`src/rtl/memory_port_arbiter_if.sv`:
```
// Signal bundle between the fetch/data requesters, the arbiter and the unified memory bus.
// The master modport is the arbiter's view; slave is the surrounding requesters and memory.
interface memory_port_arbiter_if;
    logic        fetchRequest;
    logic [31:0] fetchAddress;
    logic        fetchKill;
    logic        instructionDataValid;
    logic [31:0] instructionData;

    logic        dataRequest;
    logic        dataWrite;
    logic [31:0] dataAddress;
    logic [31:0] dataWriteData;
    logic [3:0]  dataByteEnable;
    logic        dataReady;
    logic [31:0] dataReadData;

    logic        memRequest;
    logic        memWrite;
    logic [31:0] memAddress;
    logic [31:0] memWriteData;
    logic [3:0]  memByteEnable;
    logic        memAccept;
    logic        memResponseValid;
    logic [31:0] memReadData;

    modport master (
        input  fetchRequest, fetchAddress, fetchKill,
        output instructionDataValid, instructionData,
        input  dataRequest, dataWrite, dataAddress, dataWriteData, dataByteEnable,
        output dataReady, dataReadData,
        output memRequest, memWrite, memAddress, memWriteData, memByteEnable,
        input  memAccept, memResponseValid, memReadData
    );

    modport slave (
        output fetchRequest, fetchAddress, fetchKill,
        input  instructionDataValid, instructionData,
        output dataRequest, dataWrite, dataAddress, dataWriteData, dataByteEnable,
        input  dataReady, dataReadData,
        input  memRequest, memWrite, memAddress, memWriteData, memByteEnable,
        output memAccept, memResponseValid, memReadData
    );
endinterface

```
`src/rtl/memory_port_arbiter.sv`:
```
// Shares one memory bus between instruction fetch and load/store, one transaction in flight.
// Define MEM_ARB_FAIRNESS_EN to force a waiting fetch through after MAX_DATA_STREAK data grants.
module memory_port_arbiter #(
    parameter int unsigned MAX_DATA_STREAK = 4
) (
    input  logic                   clock,
    input  logic                   reset,
    memory_port_arbiter_if.master  bus,
    output logic                   busy
);
    typedef enum logic [1:0] {IDLE = 2'd0, ISSUE = 2'd1, WAIT = 2'd2} state_t;

    if (MAX_DATA_STREAK < 1 || MAX_DATA_STREAK > 15) begin : g_param_check
        $error("MAX_DATA_STREAK must be in 1..15");
    end

    state_t      state_q, state_d;
    logic        owner_data_q, owner_data_d;
    logic        discard_q, discard_d;
    logic [31:0] addr_q, addr_d;
    logic        write_q, write_d;
    logic [31:0] wdata_q, wdata_d;
    logic [3:0]  be_q, be_d;
    logic        ivalid_q, ivalid_d;
    logic [31:0] idata_q, idata_d;
    logic        dready_q, dready_d;
    logic [31:0] drdata_q, drdata_d;

    logic        fetch_eligible;
    logic        grant_data;
    logic        grant_fetch;

    assign fetch_eligible = bus.fetchRequest & ~bus.fetchKill;

`ifdef MEM_ARB_FAIRNESS_EN
    localparam logic [3:0] STREAK_LIMIT = 4'(MAX_DATA_STREAK);
    logic [3:0] streak_q, streak_d;
    logic       streak_force;

    // >= rather than == so a kill landing on the forcing cycle cannot push the count past the limit forever.
    always_comb begin
        streak_force = (streak_q >= STREAK_LIMIT) && fetch_eligible;
        grant_data   = (state_q == IDLE) && bus.dataRequest && !streak_force;
        grant_fetch  = (state_q == IDLE) && fetch_eligible && !grant_data;
        streak_d     = streak_q;
        if (grant_fetch) begin
            streak_d = 4'd0;
        end else if (grant_data) begin
            if (!bus.fetchRequest)        streak_d = 4'd0;
            else if (streak_q != 4'hF)    streak_d = streak_q + 4'd1;
        end
    end

    always_ff @(posedge clock or posedge reset) begin
        if (reset) streak_q <= 4'd0;
        else       streak_q <= streak_d;
    end
`else
    always_comb begin
        grant_data  = (state_q == IDLE) && bus.dataRequest;
        grant_fetch = (state_q == IDLE) && fetch_eligible && !bus.dataRequest;
    end
`endif

    always_comb begin
        state_d      = state_q;
        owner_data_d = owner_data_q;
        discard_d    = discard_q;
        addr_d       = addr_q;
        write_d      = write_q;
        wdata_d      = wdata_q;
        be_d         = be_q;
        ivalid_d     = 1'b0;
        idata_d      = idata_q;
        dready_d     = 1'b0;
        drdata_d     = drdata_q;

        case (state_q)
            IDLE: begin
                discard_d = 1'b0;
                if (grant_data) begin
                    owner_data_d = 1'b1;
                    addr_d       = bus.dataAddress;
                    write_d      = bus.dataWrite;
                    wdata_d      = bus.dataWriteData;
                    be_d         = bus.dataByteEnable;
                    state_d      = ISSUE;
                end else if (grant_fetch) begin
                    owner_data_d = 1'b0;
                    addr_d       = bus.fetchAddress;
                    write_d      = 1'b0;
                    wdata_d      = 32'd0;
                    be_d         = 4'hF;
                    state_d      = ISSUE;
                end
            end
            ISSUE: begin
                if (!owner_data_q && bus.fetchKill) discard_d = 1'b1;
                if (bus.memAccept)                  state_d   = WAIT;
            end
            WAIT: begin
                if (bus.memResponseValid) begin
                    state_d   = IDLE;
                    discard_d = 1'b0;
                    if (owner_data_q) begin
                        dready_d = 1'b1;
                        drdata_d = bus.memReadData;
                    end else if (!(discard_q || bus.fetchKill)) begin
                        ivalid_d = 1'b1;
                        idata_d  = bus.memReadData;
                    end
                end else if (!owner_data_q && bus.fetchKill) begin
                    discard_d = 1'b1;
                end
            end
            default: state_d = IDLE;
        endcase
    end

    always_ff @(posedge clock or posedge reset) begin
        if (reset) begin
            state_q      <= IDLE;
            owner_data_q <= 1'b0;
            discard_q    <= 1'b0;
            addr_q       <= 32'd0;
            write_q      <= 1'b0;
            wdata_q      <= 32'd0;
            be_q         <= 4'd0;
            ivalid_q     <= 1'b0;
            idata_q      <= 32'd0;
            dready_q     <= 1'b0;
            drdata_q     <= 32'd0;
        end else begin
            state_q      <= state_d;
            owner_data_q <= owner_data_d;
            discard_q    <= discard_d;
            addr_q       <= addr_d;
            write_q      <= write_d;
            wdata_q      <= wdata_d;
            be_q         <= be_d;
            ivalid_q     <= ivalid_d;
            idata_q      <= idata_d;
            dready_q     <= dready_d;
            drdata_q     <= drdata_d;
        end
    end

    assign bus.memRequest           = (state_q == ISSUE);
    assign bus.memWrite             = (state_q == ISSUE) && write_q;
    assign bus.memAddress           = addr_q;
    assign bus.memWriteData         = wdata_q;
    assign bus.memByteEnable        = be_q;
    assign bus.instructionDataValid = ivalid_q;
    assign bus.instructionData      = idata_q;
    assign bus.dataReady            = dready_q;
    assign bus.dataReadData         = drdata_q;
    assign busy                     = (state_q != IDLE);
endmodule

```
`src/flat_wrapper.sv`:
```
// flat-port wrapper written by rule: the top's interface ports become plain ports
module memory_port_arbiter_flat 
#(
    parameter int unsigned MAX_DATA_STREAK = 4
)
  (clock, reset, busy, bus_fetchRequest, bus_fetchAddress, bus_fetchKill, bus_instructionDataValid, bus_instructionData, bus_dataRequest, bus_dataWrite, bus_dataAddress, bus_dataWriteData, bus_dataByteEnable, bus_dataReady, bus_dataReadData, bus_memRequest, bus_memWrite, bus_memAddress, bus_memWriteData, bus_memByteEnable, bus_memAccept, bus_memResponseValid, bus_memReadData);
  memory_port_arbiter_if bus_i ();
  input  logic clock;
  input  logic reset;
  output logic busy;
  input wire logic [$bits(bus_i.fetchRequest)-1:0] bus_fetchRequest;
  input wire logic [$bits(bus_i.fetchAddress)-1:0] bus_fetchAddress;
  input wire logic [$bits(bus_i.fetchKill)-1:0] bus_fetchKill;
  output wire logic [$bits(bus_i.instructionDataValid)-1:0] bus_instructionDataValid;
  output wire logic [$bits(bus_i.instructionData)-1:0] bus_instructionData;
  input wire logic [$bits(bus_i.dataRequest)-1:0] bus_dataRequest;
  input wire logic [$bits(bus_i.dataWrite)-1:0] bus_dataWrite;
  input wire logic [$bits(bus_i.dataAddress)-1:0] bus_dataAddress;
  input wire logic [$bits(bus_i.dataWriteData)-1:0] bus_dataWriteData;
  input wire logic [$bits(bus_i.dataByteEnable)-1:0] bus_dataByteEnable;
  output wire logic [$bits(bus_i.dataReady)-1:0] bus_dataReady;
  output wire logic [$bits(bus_i.dataReadData)-1:0] bus_dataReadData;
  output wire logic [$bits(bus_i.memRequest)-1:0] bus_memRequest;
  output wire logic [$bits(bus_i.memWrite)-1:0] bus_memWrite;
  output wire logic [$bits(bus_i.memAddress)-1:0] bus_memAddress;
  output wire logic [$bits(bus_i.memWriteData)-1:0] bus_memWriteData;
  output wire logic [$bits(bus_i.memByteEnable)-1:0] bus_memByteEnable;
  input wire logic [$bits(bus_i.memAccept)-1:0] bus_memAccept;
  input wire logic [$bits(bus_i.memResponseValid)-1:0] bus_memResponseValid;
  input wire logic [$bits(bus_i.memReadData)-1:0] bus_memReadData;
  assign bus_i.fetchRequest = bus_fetchRequest;
  assign bus_i.fetchAddress = bus_fetchAddress;
  assign bus_i.fetchKill = bus_fetchKill;
  assign bus_instructionDataValid = bus_i.instructionDataValid;
  assign bus_instructionData = bus_i.instructionData;
  assign bus_i.dataRequest = bus_dataRequest;
  assign bus_i.dataWrite = bus_dataWrite;
  assign bus_i.dataAddress = bus_dataAddress;
  assign bus_i.dataWriteData = bus_dataWriteData;
  assign bus_i.dataByteEnable = bus_dataByteEnable;
  assign bus_dataReady = bus_i.dataReady;
  assign bus_dataReadData = bus_i.dataReadData;
  assign bus_memRequest = bus_i.memRequest;
  assign bus_memWrite = bus_i.memWrite;
  assign bus_memAddress = bus_i.memAddress;
  assign bus_memWriteData = bus_i.memWriteData;
  assign bus_memByteEnable = bus_i.memByteEnable;
  assign bus_i.memAccept = bus_memAccept;
  assign bus_i.memResponseValid = bus_memResponseValid;
  assign bus_i.memReadData = bus_memReadData;
  memory_port_arbiter #(.MAX_DATA_STREAK(MAX_DATA_STREAK)) u_core (.clock(clock), .reset(reset), .bus(bus_i), .busy(busy));
endmodule
```
`config.mk`:
```
export PLATFORM = sky130hd
export DESIGN_NAME = memory_port_arbiter_flat
export DESIGN_NICKNAME = d
export VERILOG_FILES = /design/src/rtl/memory_port_arbiter_if.sv /design/src/rtl/memory_port_arbiter.sv /design/src/flat_wrapper.sv
export SDC_FILE = /design/constraint.sdc
export NUM_CORES = 1
export LEC_CHECK = 0
export BUFFER_PORTS_ARGS = -buffer_cell sky130_fd_sc_hd__buf_2
export CAP_MARGIN = 10
export CORE_UTILIZATION = 41
export CTS_CLUSTER_DIAMETER = 120
export DETAILED_ROUTE_END_ITERATION = 10
export PLACE_DENSITY_LB_ADDON = 0.12
export SYNTH_ARGS = -nofsm -noshare
export SYNTH_HDL_FRONTEND = slang
export SYNTH_SLANG_ARGS = --single-unit
```
`constraint.sdc`:
```
create_clock -name clock -period 5.3 [get_ports clock]
set_clock_uncertainty 0.2 [all_clocks]
set_input_delay 1.06 -clock clock [delete_from_list [all_inputs] [get_ports clock]]
set_output_delay 1.06 -clock clock [all_outputs]
set_load 0.02 [all_outputs]
```
Yosys cells after proc, flatten, opt, wreduce, memory -nomap -nowiden
Index checks and enable logic that the tools add are counted.

cells by class
  eq/ne operators = 5
  div/mod/pow operators = 0
  muxes and demuxes = 24
  multipliers = 0
  reduce and logical (&&, ||, !) cells = 16
  add/sub/neg operators = 0
  order comparisons = 0
  shifts and indexed selects = 0
  bitwise logic cells = 4

operators with widths
  kind                number
  $mux 32             4
  $mux 1              12
  $mux 2              4
  $mux 4              2
  $pmux 2 s3          1
  $reduce_and 3->1    2
  $logic_and 1x1->1   5
  $reduce_and 4->1    1
  $reduce_bool 2->1   2
  $ne 3x1->1 const B  1
  $not 1->1           3
  $pmux 1 s3          1
  $reduce_bool 3->1   1
  $eq 2x1->1 const B  1
  $eq 2x2->1 const B  1
  $logic_not 1->1     2
  $logic_not 2->1     1
  $ne 2x1->1 const B  1
  $ne 2x2->1 const B  1
  $reduce_and 2->1    1
  $and 1x1->1         1
  $logic_or 1x1->1    1

word-level totals
  word-level logic and storage cells = 60
  memories = 0
  output and inout bits = 137
  memory bits (writable) = 0
  input bits = 140
  bits in read-only memories = 0
  bits in registers = 139
  bits in latches = 0

Longest topological paths before layout
Gate-level depths: netlist (run 1).

  depth after elaboration = 7
  depth in mapped cells = 6
  depth with buffers taken out = 5

Worst setup path before layout (run 1)
OpenSTA, ideal clock, no wires.

  path kind = input -> register
  from = input port bus_fetchKill
  to = register u_core.idata_q[11] (netlist: u_core.bus.instructionData[11])
  path slack = 2,962 ps
  required time = 4,975 ps
  path buffers = 1
  stages = 3
  library setup time = 125 ps
  arrival time = 2,013 ps
  cells stage by stage = nor4_4 > buf_6 > mux2_2

between the ends
  cells in the longest elaborated chain, start to end = 3

RTL lines
  item                        line                        RTL
  from (decl)                 flat_wrapper.sv:13          input wire logic [$bits(bus_i.fetchKill)-1:0] bus_fetchKill;
  $logic_or 1x1->1            memory_port_arbiter.sv:108  end else if (!(discard_q || bus.fetchKill)) begin
  $not 1->1 (no line)         --
  $reduce_and 4->1 (no line)  --
  to (signal assigned)        memory_port_arbiter.sv:142  idata_q <= idata_d;
  to (decl)                   memory_port_arbiter.sv:25   logic [31:0] idata_q, idata_d;

Every way passes these cells.
A chain may end at the register's enable or synchronous reset.

Final worst setup path (run 1)
  from = register u_core.state_q[1]
  to = output port busy

between the ends
  cells in the longest elaborated chain, start to end = 1

RTL lines
  item                    line                        RTL
  from (decl)             memory_port_arbiter.sv:17   state_t state_q, state_d;
  from (signal assigned)  memory_port_arbiter.sv:134  state_q <= state_d;
  $reduce_bool 2->1       memory_port_arbiter.sv:157  assign busy = (state_q != IDLE);
  to (decl)               flat_wrapper.sv:10          output logic busy;

Every way passes these cells.

==> run summary, run 1 <==
VDD IR max: 317 uV
die width: 122 um
die footprint: 14,800 um^2
highest net fanout along the worst path: 6
Via density: 4.80
core area: 13,900 um^2
starting density of the core: 42.0%
Avg Synthesized Cell Area: 16.4 um^2
r2r setup slk: 2.71 ns
FP Rows: 43
switching fraction of total power: 36.8%
Mapped Cells: 357
grt total ovfl: 0
clock period minus final worst setup slack: 2.81 ns
Yosys top cell area share: 59.4%
crit share post-route: 53.1%
Flop pwr share: 34.6%
count leader, synth: dfrtp_1
max cap viols: 0
Initial DRC Count: 110
Nets: 782
Mapped Area: 5860 um^2
antenna violations before repair: 1
htree depth: 4
Area Overhead vs Synth: 35.4%
Crit Path Class: reg -> out
total power draw: 5190 uW
largest net degree at the start of global routing: 108
# resized after CTS: 0
Hold Crit Start: u_core.bus.instructionData[10]$_DFFE_PP0P_
post-synth net total: 503
Worst R2R End: u_core.bus.memAddress[18]$_DFFE_PP0P_
register bit total from synthesis: 139
family with the most delay on the worst path: flip-flops
Synth top cells by count: 139 x dfrtp_1, 77 x mux2_2, 52 x mux2_4, 33 x a22o_1
Leak Pwr: 0.00419 uW
setup tns final: 0 ns
top-level I/O count: 277
CTS clk-pin slew, worst paths: 0.06 ns
Die H: 122 um
Top FF cell, synth: dfrtp_1
Slowest-stage cell, CP: dfrtp_1
Final Worst Setup Slack: 2.49 ns
layout cell share with drive strength beyond 1: 68.9%
internal power: 3280 uW
smallest hold slack: 0.285 ns
first-pass GRT wire length: 20.9 mm
CP required: 4.04 ns
CTS tree: done
GRT Total Usage: 18.8%
Critical Path, Cell by Cell: inv_1 -> ha_1 -> inv_1 -> buf_2
hold-fix buffers at CTS: 0
postcts setup bufs: 0
DRC viols: 0
Post-synth EDFFs: 0
crit start category: flop
latest clock arrival within the worst-skew pair: 0.41 ns
clock root buffer: clkbuf_16
clock network power share: 22.7%
RD Place Congestion: 0.722
drt pass-1 iters: 4
IO buf count: 276
Worst Hold Depth: 1
f_max: 0.356 GHz
WL final: 13.3 mm
critical path capture point type: output pin
worst r2r src: u_core.state_q[1]$_DFFE_PP0P_
status: finished, final reports clean
Comb power frac: 42.7%
Netlist cell types: 27
main area contributors after synthesis: dfrtp_1 59%, mux2_2 15%, mux2_4 13%, a22o_1 4.9%, buf_6 1.5%
Placed Instance Area: 7340 um^2
relative slew slack: 24.5%
clock buffer count from CTS: 17
Yosys top cell by area: dfrtp_1
WHS Endpoint: u_core.bus.instructionData[10]$_DFFE_PP0P_
Min-Delay Path Class: reg -> reg
cell repeated most along the worst path: inv_1
# setup viols final: 0
vias: 3,981
DR WL/cell: 16.1 um
ANT cells: 0
detailed placement HPWL: 9.67 mm
vias in the first global route: 4,071
yosys warns: 0
register area share after synthesis: 59.4%
Async SR Flop Fraction: 100%
Buf/Inv on CP: 3
worst slew pin tran: 1.13 ns
net switching power: 1910 uW
delay of the slowest cell on the worst path: 0.41 ns
final instance area: 7940 um^2
pre-CTS setup slack: 2.07 ns
Num Clock Sinks: 139
fin. max-slew vios: 0
Worst R2R Path Depth: 4
CTS Buffer Depth: 2
Final ANT Viol Nets: 0
Final Hold Fails: 0
crit path DAT: 1.55 ns
pwr dens: 654 nW/um^2
unrepaired setup endpoints after global routing: no
[flip-flops by register name, indices dropped and copies added (netlist names), 2 cells and up]
signal	cells
u_core.bus.dataReadData	32
u_core.bus.instructionData	32
u_core.bus.memAddress	32
u_core.bus.memByteEnable	4
u_core.bus.memWriteData	32
u_core.state_q	2
[through the flow]
stage / utilization, % / instances
4_1_cts: 57.0 / 829
5_1_grt: 57.0 / 829
6_report: 57.0 / 829
3_3_place_gp: 52.7 / 797
2_1_floorplan: - / 357
3_5_place_dp: 52.7 / 797
[cell usage in the layout, fill, tap and decap left out, types with 2 or more instances in the layout]
| cell type | n |
|---|---|
| buf_2 | 276 |
| dfrtp_1 | 139 |
| mux2_2 | 77 |
| mux2_4 | 52 |
| a22o_1 | 33 |
| clkbuf_16 | 17 |
| ha_1 | 6 |
| inv_1 | 5 |
| clkinv_2 | 5 |
| o22a_1 | 4 |
| buf_4 | 4 |
| inv_6 | 3 |
| clkinvlp_4 | 3 |
| bufinv_16 | 3 |
| nand2_1 | 2 |
| nor2b_1 | 2 |
| nand2b_1 | 2 |
| a21oi_1 | 2 |
| clkinv_4 | 2 |
[area by class of cell]
class | count | area, um^2
Clock buffer | 17 | 425
Clock inverter | 15 | 173
Fill cell | 1143 | 6000
Inverter | 6 | 27.5
Multi-Input combinational cell | 192 | 2200
Sequential cell | 139 | 3480
Tap cell | 180 | 225
Timing Repair Buffer | 280 | 1410
[metal layers]
layer / vias to the layer above / wire (um) / GRT usage, %
li1: 1854 / - / -
met1: 1934 / 5560 / 22.6
met2: 179 / 6400 / 30.9
met3: 14 / 1170 / 6.93
met4: 0 / 187 / 6.79
met5: - / 0 / 0
[worst max path at each step]
stage	start	end	cells after the start
after global routing	u_core.state_q[1]$_DFFE_PP0P_	busy	4
after global placement	bus_fetchKill	u_core.bus.memAddress[14]$_DFFE_PP0P_	4
after CTS	u_core.state_q[1]$_DFFE_PP0P_	busy	4
final	u_core.state_q[1]$_DFFE_PP0P_	busy	4
after floorplan	reset	u_core.bus.dataReadData[0]$_DFFE_PP0P_	1
after detailed placement	bus_fetchKill	u_core.bus.memAddress[18]$_DFFE_PP0P_	4
[power groups by stage]
stage          logic (uW)  registers, uW  clock network, uW
5_1_grt              2370           1860               1260
2_1_floorplan         978           2370                  0
4_1_cts              2250           1800               1210
3_5_place_dp         2260           1800                  0
3_3_place_gp         2200           1800                  0
6_report             2220           1800               1180
[logic make-up after synthesis]
logic type	count (synthesis)	synth area share [%]
mux	130	28.3
fa+ha+maj	6	1.28
simple gates	12	1.49
flops	139	59.4
compound gates	44	6.30
buf+inv	26	3.25
[worst reg2reg max path: stages, from the launching register on]
cell     delay (ns)
dfrtp_1        0.41
inv_1          0.13
ha_1           0.33
o21a_2         0.95
mux2_2         0.45
No activity file was read; power rests on OpenSTA's default activity.
==> inputs of run 2 (changes only) <==
- ABC_AREA: default -> 1
- clock period: 5.3 -> 2.64 ns (I/O delays scaled with it)
==> run 2 against run 1 <==
Against the previous run: largest cell class unchanged; via count grew 40%; wire length is 25% higher; sequential share of layout area fell by 1.2 points; total power is 100% higher; clock power rose by 89%; non-clock buffer count is 15 higher; combinational power up 100%; final area rose by 2.8%; synthesized cell count increased by 97%; critical path type unchanged.
==> run summary, run 2 <==
status: finished, final reports clean
Initial DRC Count: 308
Nets: 1,113
htree depth: 4
FILL cells: 1,385
Critical Path, Cell by Cell: inv_1 -> ha_2 -> inv_2 -> buf_2
smallest hold slack: 0.0338 ns
Worst R2R End: u_core.bus.memByteEnable[0]$_DFFE_PP0P_
core area: 14,000 um^2
Slowest-stage cell, CP: dfrtp_1
Async SR Flop Fraction: 100%
antenna violations before repair: 0
most frequent cells in the layout: 276 x buf_2, 242 x nand2_1, 139 x dfrtp_1, 133 x nand3_1, 65 x o21ai_0
count leader, synth: nand2_1
GRT met1 Usage: 29.1%
delay of the slowest cell on the worst path: 0.42 ns
layout cell share with drive strength beyond 1: 33.9%
r2r setup slk: 0.56 ns
critical path capture point type: output pin
# resized after CTS: 0
vias: 5,589
Avg Synthesized Cell Area: 8.46 um^2
first-pass GRT wire length: 26.6 mm
postcts setup bufs: 0
setup tns final: 0 ns
Num Clock Sinks: 139
pwr dens: 1280 nW/um^2
Flop pwr share: 35.0%
relative slew slack: 51.3%
Min-Delay Path Class: in -> async
leading cell type in the layout, fill and taps excluded: buf_2
drt pass-1 iters: 5
Area Overhead vs Synth: 37.3%
max cap viols: 0
fin. max-slew vios: 0
CTS clk-pin slew, worst paths: 0.06 ns
ANT cells: 0
Netlist cell types: 13
yosys warns: 0
DRC viols: 0
switching fraction of total power: 42.6%
FP Rows: 43
die footprint: 15,000 um^2
Comb power frac: 43.5%
clock period minus final worst setup slack: 2.34 ns
Synth top cells by count: 244 x nand2_1, 139 x dfrtp_1, 135 x nand3_1, 65 x o21ai_0, 48 x inv_1
Top FF cell, synth: dfrtp_1
Final ANT Viol Nets: 0
register area share after synthesis: 58.6%
CTS Buffer Depth: 2
crit path from: u_core.state_q[0]$_DFFE_PP0P_
Mapped Area: 5940 um^2
highest net fanout along the worst path: 15
WL final: 16.7 mm
internal power: 5980 uW
Worst R2R Path Depth: 7
detailed placement HPWL: 11.5 mm
Leak Pwr: 0.00479 uW
M2 GR Usage: 36.0%
CTS tree: done
clock buffer count from CTS: 17
Yosys top cell by area: dfrtp_1
clock root buffer: clkbuf_16
worst slew pin tran: 0.729 ns
Final Hold Fails: 0
crit start category: flop
latest clock arrival within the worst-skew pair: 0.42 ns
VDD IR max: 562 uV
CP required: 1.91 ns
largest net degree at the start of global routing: 66
main area contributors after synthesis: dfrtp_1 59%, nand2_1 15%, nand3_1 11%, o21ai_0 5.5%, inv_1 3.0%
# setup viols final: 0
IO buf count: 276
DR WL/cell: 14.4 um
placed cells: 1,128
capture point of the critical path: busy
Post-synth EDFFs: 0
RD Place Congestion: 0.806
Multi-input gate area: 2070 um^2
hold-fix buffers at CTS: 0
worst r2r src: u_core.state_q[0]$_DFFE_PP0P_
net switching power: 4440 uW
Die H: 122 um
busiest grt layer: met2
Via density: 4.82
Mapped Cells: 702
GRT Total Usage: 23.1%
register bit total from synthesis: 139
met3 Usage GRT: 9.06%
die width: 122 um
clock network power share: 21.5%
f_max: 0.428 GHz
grt total ovfl: 0
unrepaired setup endpoints after global routing: no
vias in the first global route: 5,297
starting density of the core: 42.5%
post-synth net total: 848
sequential cell area: 3480 um^2
Crit Path Class: reg -> out
non-filler instance count after layout: 1,160
crit share post-route: 88.5%
crit path DAT: 1.61 ns
Yosys top cell area share: 58.6%
top-level I/O count: 277
run 2: power groups by stage:
stage / clock network, uW / logic (uW) / registers [uW]
after detailed placement: 0 / 4590 / 3650
after global placement: 0 / 4530 / 3630
after CTS: 2290 / 4590 / 3640
after floorplan: 0 / 1700 / 4850
after global routing: 2380 / 5030 / 3770
final: 2230 / 4530 / 3650
run 2: cell families (layout without fill, tap and decap cells):
| logic type | after synthesis | in the layout | share of synthesized area [%] |
|---|---|---|---|
| AO/OA/AOI/OAI | 65 | 65 | 5.48 |
| adder cells (fa/ha/maj) | 6 | 6 | 1.26 |
| buffers and inverters | 98 | 376 | 6.91 |
| flip-flops | 139 | 139 | 58.6 |
| AND/OR/NAND/NOR | 394 | 394 | 27.8 |
run 2: worst min path at each step:
stage                                                          start                                          to  slack [ns]  cells past startpoint
final                                                          reset  u_core.bus.instructionData[11]$_DFFE_PP0P_        0.03                      2
after global routing                                           reset       u_core.bus.memAddress[28]$_DFFE_PP0P_        0.07                      2
after CTS                                                      reset       u_core.bus.memAddress[28]$_DFFE_PP0P_        0.03                      2
after detailed placement   u_core.bus.instructionData[7]$_DFFE_PP0P_   u_core.bus.instructionData[7]$_DFFE_PP0P_        0.27                      2
after global placement    u_core.bus.instructionData[31]$_DFFE_PP0P_  u_core.bus.instructionData[31]$_DFFE_PP0P_        0.26                      2
after floorplan                           u_core.write_q$_DFFE_PP0P_                  u_core.write_q$_DFFE_PP0P_        0.27                      2
run 2: final cells by class:
cell class                 count  share of cell area (%)
clock inverter                10                    1.13
sequential                   139                    42.6
clock buffer                  22                    5.69
tap                          180                    2.76
timing repair buffer         295                    20.1
multi-input combinational    465                    25.4
inverter                      49                    2.30
run 2: critical path: cells and delay by family (launching register included):
family	cells	cell delay (ns)
flip-flops	1	0.42
adder cells (fa/ha/maj)	1	0.40
buffers and inverters	3	0.37
run 2: per-layer routing:
layer	wire length, um	share of wire (%)
met3	1520	9.1
met5	0	0
met4	334	2.0
met1	7020	42
met2	7810	47
run 2: through the flow:
step                instance area (um^2)  setup slack, ns  util [%]  power (uW)
floorplan                           5940            0.177         -        6550
global placement                    7600            0.609      54.3        8160
detailed placement                  7600            0.567      54.3        8230
CTS                                 8160            0.279      58.3       10500
global route                        8160            0.194      58.3       11200
finish                              8160            0.303      58.3       10400
==> inputs of run 3 (changes only) <==
- CORE_ASPECT_RATIO: default -> 1.75
==> run 3 against run 2 <==
Against the previous run: global-route usage fell by 1.0 points; combinational power fell by 2%; critical endpoint unchanged; final area fell by 0.71%; clock-buffer cell count fell by 3; critical path depth rose by 1; non-clock buffer count fell by 6; clock power rose by 9%; hold slack got worse by 0.019 ns; largest power group unchanged.
==> run summary, run 3 (same netlist as run 2, synthesis figures left out) <==
IO buf count: 276
clock root buffer: clkbuf_16
top-level I/O count: 277
highest net fanout along the worst path: 31
most frequent cells in the layout: 276 x buf_2, 242 x nand2_1, 139 x dfrtp_1, 133 x nand3_1, 65 x o21ai_0
max cap viols: 0
Worst R2R End: u_core.bus.memAddress[18]$_DFFE_PP0P_
Num Clock Sinks: 139
Crit Path Class: reg -> out
vias in the first global route: 5,243
latest clock arrival within the worst-skew pair: 0.41 ns
clock buffer count from CTS: 17
leading cell type in the layout, fill and taps excluded: buf_2
total power draw: 10,500 uW
GRT met1 Usage: 25.5%
largest net degree at the start of global routing: 83
Final Hold Fails: 0
M2 GR Usage: 37.4%
r2r setup slk: 0.68 ns
hold-fix buffers at CTS: 0
relative slew slack: 53.5%
Nets: 1,107
first-pass GRT wire length: 25.6 mm
crit start category: flop
worst slew pin tran: 0.697 ns
worst r2r src: u_core.state_q[0]$_DFFE_PP0P_
layout cell share with drive strength beyond 1: 33.8%
VDD IR max: 551 uV
critical path capture point type: output pin
clock period minus final worst setup slack: 2.50 ns
Worst R2R Path Depth: 7
Min-Delay Path Class: in -> async
# setup viols final: 0
met3 Usage GRT: 7.06%
die footprint: 15,000 um^2
die width: 93.0 um
RD Place Congestion: 0.840
status: finished, final reports clean
starting density of the core: 42.5%
non-filler instance count after layout: 1,153
Die H: 161 um
core area: 14,000 um^2
drt pass-1 iters: 5
Via density: 4.77
CTS clk-pin slew, worst paths: 0.06 ns
Final ANT Viol Nets: 0
pwr dens: 1300 nW/um^2
crit share post-route: 94.6%
busiest grt layer: met2
vias: 5,497
Area Overhead vs Synth: 36.4%
CTS Buffer Depth: 2
fin. max-slew vios: 0
CTS tree: done
# resized after CTS: 0
DR WL/cell: 14.1 um
WL final: 16.3 mm
Initial DRC Count: 216
FP Rows: 57
placed cells: 1,119
antenna violations before repair: 2
grt total ovfl: 0
f_max: 0.400 GHz
postcts setup bufs: 0
crit path DAT: 1.77 ns
smallest hold slack: 0.0150 ns
DRC viols: 0
detailed placement HPWL: 11.3 mm
FILL cells: 1,380
htree depth: 4
setup tns final: 0 ns
unrepaired setup endpoints after global routing: no
CP required: 1.91 ns
Leak Pwr: 0.00476 uW
GRT Total Usage: 22.1%
run 3: cell count changes in the layout (fill, tap and decap cells not counted):
cell / delta
buf_12: -5
inv_6: +5
clkbuf_1: -3
clkinv_2: -3
diode_2: +2
buf_4: -1
bufinv_16: +1
clkinv_4: +1
clkinvlp_4: -1
run 3: cell type report:
| type | instances | area, um^2 | area share [%] |
|---|---|---|---|
| diodes | 2 | 5.00 | 0.0618 |
| clock inverters | 13 | 153 | 1.88 |
| well taps | 177 | 221 | 2.73 |
| clock buffers | 19 | 453 | 5.59 |
| repair buffers | 289 | 1530 | 18.9 |
| flip-flops and latches | 139 | 3480 | 42.9 |
| multi-input cells | 465 | 2070 | 25.6 |
| inverters | 49 | 188 | 2.32 |
run 3: worst max-delay path, stage by stage (launching register included):
cell	delay, ns
dfrtp_1	0.42
inv_1	0.12
ha_2	0.25
buf_4	0.33
inv_2	0.06
buf_2	0.16
run 3: metrics by stage:
stage	area (um^2)	util, %	setup slack (ns)
after CTS	8100	57.9	0.108
after detailed placement	7490	53.6	0.558
final	8100	57.9	0.142
after global routing	8100	57.9	0.0421
after floorplan	5940	-	0.177
after global placement	7490	53.6	0.571
run 3: where the power goes:
| group | switching [uW] | internal [uW] | total [uW] |
|---|---|---|---|
| clock | 958 | 1460 | 2420 |
| combinational | 3010 | 1460 | 4460 |
| sequential | 513 | 3130 | 3640 |
| total | 4480 | 6050 | 10500 |
run 3: worst max path at each step:
stage,start,endpoint
finish,u_core.state_q[0]$_DFFE_PP0P_,busy
global route,u_core.state_q[0]$_DFFE_PP0P_,busy
CTS,u_core.state_q[1]$_DFFE_PP0P_,busy
detailed placement,u_core.state_q[1]$_DFFE_PP0P_,busy
global placement,u_core.state_q[0]$_DFFE_PP0P_,busy
floorplan,reset,u_core.bus.dataReadData[0]$_DFFE_PP0P_
run 3: metal layers:
layer / up-vias / share of wire, %
met5: - / 0
met4: 0 / 2.6
met3: 27 / 7.7
met2: 230 / 51
met1: 2483 / 38
li1: 2757 / -
